### config.mk
export PLATFORM = sky130hd
export DESIGN_NAME = cdc_handshake_tx_flat
export DESIGN_NICKNAME = d
export VERILOG_FILES = /design/src/rtl/cdc_handshake_tx_if.sv /design/src/rtl/cdc_handshake_tx.sv /design/src/flat_wrapper.sv
export SDC_FILE = /design/constraint.sdc
export NUM_CORES = 1
export LEC_CHECK = 0
export ABC_AREA = 1
export BUFFER_PORTS_ARGS = -buffer_cell sky130_fd_sc_hd__buf_2
export CAP_MARGIN = 20
export CORE_MARGIN = 2
export CORE_UTILIZATION = 45
export DETAILED_ROUTE_END_ITERATION = 7
export HOLD_SLACK_MARGIN = 0.05
export PLACE_DENSITY_LB_ADDON = 0.12
export SLEW_MARGIN = 20
export SYNTH_ARGS = -nofsm -noshare
export SYNTH_HDL_FRONTEND = slang
export SYNTH_SLANG_ARGS = --single-unit
### constraint.sdc
create_clock -name din_clk -period 1.25 [get_ports din_clk]
set_input_delay 0 -clock din_clk [delete_from_list [all_inputs] [get_ports din_clk]]
set_output_delay 0 -clock din_clk [all_outputs]
set_load 0.02 [all_outputs]
### src/rtl/cdc_handshake_tx_if.sv
// cdc_handshake_tx_if: local valid/ready word port plus the req/ack/data bus crossing to the remote domain
interface cdc_handshake_tx_if #(parameter int WIDTH = 8);
  logic             in_valid;
  logic             in_ready;
  logic [WIDTH-1:0] in_data;
  logic [WIDTH-1:0] xfer_data;
  logic             xfer_req;
  logic             xfer_ack;
  logic             tx_done;
  logic             busy;
  modport master (output in_valid, in_data, xfer_ack, input in_ready, xfer_data, xfer_req, tx_done, busy);
  modport slave (input in_valid, in_data, xfer_ack, output in_ready, xfer_data, xfer_req, tx_done, busy);
endinterface

### src/rtl/cdc_handshake_tx.sv
// cdc_handshake_tx: source end of a 4-phase req/ack bus crossing; CDC_HANDSHAKE_TX_STATS_EN adds transfer count/latency outputs
module cdc_handshake_tx #(
  parameter int WIDTH       = 8,
  parameter int SYNC_STAGES = 2
) (
  input logic              din_clk,
  input logic              din_rst_n,
  cdc_handshake_tx_if.slave bus
`ifdef CDC_HANDSHAKE_TX_STATS_EN
  ,
  output logic [15:0]      xfer_count,
  output logic [15:0]      xfer_cycles
`endif
);
  typedef enum logic [1:0] {IDLE, REQ, RELEASE} state_t;
  state_t                 state, state_d;
  logic [SYNC_STAGES-1:0] ack_sync;
  logic                   ack_s, accept, req_d, done_d;
  logic [WIDTH-1:0]       data_d;
  assign ack_s        = ack_sync[SYNC_STAGES-1];
  assign bus.in_ready = (state == IDLE) && !ack_s;
  assign bus.busy     = state != IDLE;
  assign accept       = bus.in_valid && bus.in_ready;
  // bring the remote ack level into din_clk before the FSM looks at it
  always_ff @(posedge din_clk)
    if (!din_rst_n) ack_sync <= '0;
    else ack_sync <= {ack_sync[SYNC_STAGES-2:0], bus.xfer_ack};
  // state and the registered bus outputs; reset aborts any transfer in flight
  always_ff @(posedge din_clk)
    if (!din_rst_n) begin
      state         <= IDLE;
      bus.xfer_req  <= 1'b0;
      bus.xfer_data <= '0;
      bus.tx_done   <= 1'b0;
    end else begin
      state         <= state_d;
      bus.xfer_req  <= req_d;
      bus.xfer_data <= data_d;
      bus.tx_done   <= done_d;
    end
  // data and req are launched together on acceptance; data is frozen until back in IDLE
  always_comb begin
    state_d = state;
    req_d   = bus.xfer_req;
    data_d  = bus.xfer_data;
    done_d  = 1'b0;
    case (state)
      IDLE: if (accept) begin
        state_d = REQ;
        req_d   = 1'b1;
        data_d  = bus.in_data;
      end
      REQ: if (ack_s) begin
        state_d = RELEASE;
        req_d   = 1'b0;
        done_d  = 1'b1;
      end
      RELEASE: if (!ack_s) state_d = IDLE;
      default: state_d = IDLE;
    endcase
  end
`ifdef CDC_HANDSHAKE_TX_STATS_EN
  logic [15:0] cyc;
  // cyc counts edges since acceptance, so it equals the accept-to-tx_done span when done fires
  always_ff @(posedge din_clk)
    if (!din_rst_n) begin
      cyc         <= '0;
      xfer_count  <= '0;
      xfer_cycles <= '0;
    end else begin
      if (accept) cyc <= 16'd1;
      else if (state == REQ && cyc != 16'hFFFF) cyc <= cyc + 16'd1;
      if (done_d) begin
        xfer_count  <= xfer_count + 16'd1;
        xfer_cycles <= cyc;
      end
    end
`endif
endmodule

### src/flat_wrapper.sv
// flat-port wrapper written by rule: the top's interface ports become plain ports
module cdc_handshake_tx_flat 
#(
  parameter int WIDTH       = 8,
  parameter int SYNC_STAGES = 2
)
  (din_clk, din_rst_n, bus_in_valid, bus_in_data, bus_xfer_ack, bus_in_ready, bus_xfer_data, bus_xfer_req, bus_tx_done, bus_busy);
  cdc_handshake_tx_if #(.WIDTH(WIDTH)) bus_i ();
  input logic din_clk;
  input logic din_rst_n;
  input wire logic [$bits(bus_i.in_valid)-1:0] bus_in_valid;
  input wire logic [$bits(bus_i.in_data)-1:0] bus_in_data;
  input wire logic [$bits(bus_i.xfer_ack)-1:0] bus_xfer_ack;
  output wire logic [$bits(bus_i.in_ready)-1:0] bus_in_ready;
  output wire logic [$bits(bus_i.xfer_data)-1:0] bus_xfer_data;
  output wire logic [$bits(bus_i.xfer_req)-1:0] bus_xfer_req;
  output wire logic [$bits(bus_i.tx_done)-1:0] bus_tx_done;
  output wire logic [$bits(bus_i.busy)-1:0] bus_busy;
  assign bus_i.in_valid = bus_in_valid;
  assign bus_i.in_data = bus_in_data;
  assign bus_i.xfer_ack = bus_xfer_ack;
  assign bus_in_ready = bus_i.in_ready;
  assign bus_xfer_data = bus_i.xfer_data;
  assign bus_xfer_req = bus_i.xfer_req;
  assign bus_tx_done = bus_i.tx_done;
  assign bus_busy = bus_i.busy;
  cdc_handshake_tx #(.WIDTH(WIDTH), .SYNC_STAGES(SYNC_STAGES)) u_core (.din_clk(din_clk), .din_rst_n(din_rst_n), .bus(bus_i));
endmodule
==> flow_metrics.tcl <==
set metrics [dict create \
    drv_slew 0 \
    clockPowerShare_pct 29.9 \
    crit_slowest_cell "dlygate4sd3_1" \
    p_int_mw 0.761 \
    final_core_util_pct 67.4 \
    cts_tree "done" \
    overflow 0 \
    combPwrFrac_pct 23.1 \
    skew_ns 0.000739 \
    path_cells "dlygate4sd3_1 > buf_4 > nand2_1 > dlygate4sd3_1 > inv_1" \
    fillCellCount 115 \
    initial_utilization_pct 48.7 \
    fin_nets 137 \
    met1_length_um 605 \
    cp-end-kind "flip-flop" \
    ys_top_cells_by_area "dfxtp_1 44%, inv_1 17%, nand2_1 12%" \
    critPathMaxStageDelay_ns 0.54 \
    syn-num-nets 104 \
    status "completed" \
    min_period_over_period_pct 93.0 \
    worst_setup_path_start_kind "input pin" \
    grt_pass1_wl_mm 1.96 \
    netlist_area_sq_um 633 \
    grt_pass1_vias 474 \
    r2r_start "u_core.state[0]" \
    ys_seq_area_share_pct 44.3 \
    vdd_drop_max_uv 716 \
    seqPwrFrac_pct 47.0 \
    top_layer "met4" \
    cts_htree_levels 1 \
    crit_type "input pin to flip-flop" \
    grt_use_total_pct 14.4 \
    wl_met3_um 78 \
    drt_iter0_drc 16 \
    antenna_found_initial 0 \
    routed_via_density 4.22 \
    fin_setup_tns_ns 0 \
    synth_edf_count 0 \
    firstDrtPassIters 4 \
    dieArea_sq_um 1720 \
    slew_headroom_pct 82.9 \
    synth-main-ff-cell "dfxtp_1" \
    cellLeakagePower_nw 0.528 \
    ys_seq_elements 14 \
    rsz0062_at_grt "no" \
    drt_wl_total_mm 1.19 \
    drive_gt1_share_pct 25.0 \
    async_flop_share_pct 0 \
    antenna_left 0 \
    dieWidth_um 41.5 \
    clk_pin_slew_ns 0.08 \
    synth_cell_types 13 \
    drcViolationCount 0 \
    finalCriticalPeriod_ns 1.16 \
    report.final.setup_viol 0 \
    cts_buffer_depth 2 \
    multiInputGateArea_sq_um 231 \
    worst_pin_slew_ns 0.256 \
    numCtsBuffers 3 \
    netSwitchingPower_mw 0.303 \
    clkLatencyLatePin_ns 0.27 \
    cp_common_cell "dlygate4sd3_1" \
    seq_area_sq_um 280 \
    synth_top_cell_by_area "dfxtp_1" \
    p_sw_share_pct 28.4 \
    wl_per_cell_um 8.54 \
    critPathRequiredTime_ns 1.43 \
    postSynthCellCount 92 \
    met2_length_um 487 \
    clock.fmax_ghz 0.860 \
    die_h_um 41.5 \
    std_cell_rows 13 \
    synth_top_area_share_pct 44.3 \
    antenna_cells 0 \
    cap_violations 0 \
    yosys-top-cells-count "29 x inv_1, 20 x nand2_1, 14 x dfxtp_1, 11 x nor2_1, 8 x nand4_1" \
    min_path_type "input pin to flip-flop" \
    fin_cells 139 \
    dpl_cell_area_sq_um 758 \
    crit_fanout 11 \
    synth_area_per_cell_sq_um 6.88 \
    dp_hpwl_um 813 \
    final_area_sq_um 877 \
    gp_congestion 0.740 \
    core_area_sq_um 1300 \
    worstHoldStart "bus_in_data[1]" \
    placed_cells 128 \
    ys_warn_count 0 \
    cts-root-buf "clkbuf_4" \
    crit_path_start "din_rst_n" \
    synth_most_common_cell "inv_1" \
    hold_viol 0 \
    numPortBuffers 23 \
    crit_arrival_ns 1.34 \
    grt_start_max_net_pins 12 \
    area_growth_pct 38.5 \
    num_vias 586 \
    clkSinkCount 14 \
    io_pins 24 \
    p_per_area_nw_per_um2 1210 \
]
[cells in the final DEF (no fill, tap or decap)]
master,count
dlygate4sd3_1,6
inv_1,29
nand3b_1,1
clkbuf_8,1
dfxtp_1,14
buf_4,1
nand3_4,1
nor2_8,1
nand4_1,8
buf_12,1
clkbuf_4,3
a21oi_1,3
nand3_1,1
inv_2,1
nand2_1,20
buf_2,22
nor2_1,11
[final cells by class]
class	count	area share (%)
multi-input cells	46	26.4
clock buffers	4	4.14
well taps	15	2.14
inverters	30	12.8
flip-flops and latches	14	32.0
repair buffers	30	22.5
[flip-flops by register name, indices dropped and copies added, names as in the netlist]
name,flops
u_core.bus.xfer_req,1
u_core.ack_sync,2
u_core.state,2
u_core.bus.xfer_data,8
u_core.bus.tx_done,1
[what timing repair did]
action,in CTS,in global routing
endpoints found under the setup margin,0,2
endpoints found under the hold margin,9,0
hold buffers,6,0
setup buffers,0,1
resized for setup,0,2
[metrics by stage]
step | hold WS, ns | setup slack (ns) | power [mW]
after global placement | 0.180 | 0.267 | 0.722
after CTS | 0.0517 | 0.0653 | 1.06
final | 0.0585 | 0.0874 | 1.06
after global routing | 0.0698 | 0.0236 | 1.13
after floorplan | 0.0976 | 0.266 | 0.659
after detailed placement | 0.186 | 0.254 | 0.725
[metal layers]
layer | global-route usage [%] | up-vias
met3 | 3.04 | 2
li1 | - | 330
met4 | 7.74 | 0
met5 | 0 | -
met1 | 19.9 | 234
met2 | 20.9 | 20
[power by group through the flow]
stage | logic [mW] | clock network [mW] | registers [mW]
final | 0.246 | 0.318 | 0.500
after global placement | 0.213 | 0 | 0.509
after floorplan | 0.116 | 0 | 0.544
after detailed placement | 0.215 | 0 | 0.510
after global routing | 0.272 | 0.356 | 0.504
after CTS | 0.230 | 0.334 | 0.499
[worst max-delay path: cells and delay by family]
kind	cells	cell delay [ns]
buffers and inverters	4	1.28
and+or+nand+nor	1	0.06
[kinds of logic after synthesis]
| logic type | share of synthesized area [%] |
|---|---|
| AND/OR/NAND/NOR | 34.2 |
| buffers and inverters | 19.2 |
| AO/OA/AOI/OAI | 2.37 |
| flip-flops | 44.3 |
[path summary, 6_finish.rpt]
path                                                 to  slack, ns  cells past startpoint
worst min-delay path            u_core.bus.xfer_data[1]       0.06                      5
worst min register to register       u_core.ack_sync[1]       0.42                      2
worst max-delay path                 u_core.ack_sync[0]       0.09                      5
worst max register to register  u_core.bus.xfer_data[0]       0.20                      6
No activity file was read; power rests on OpenSTA's default activity.
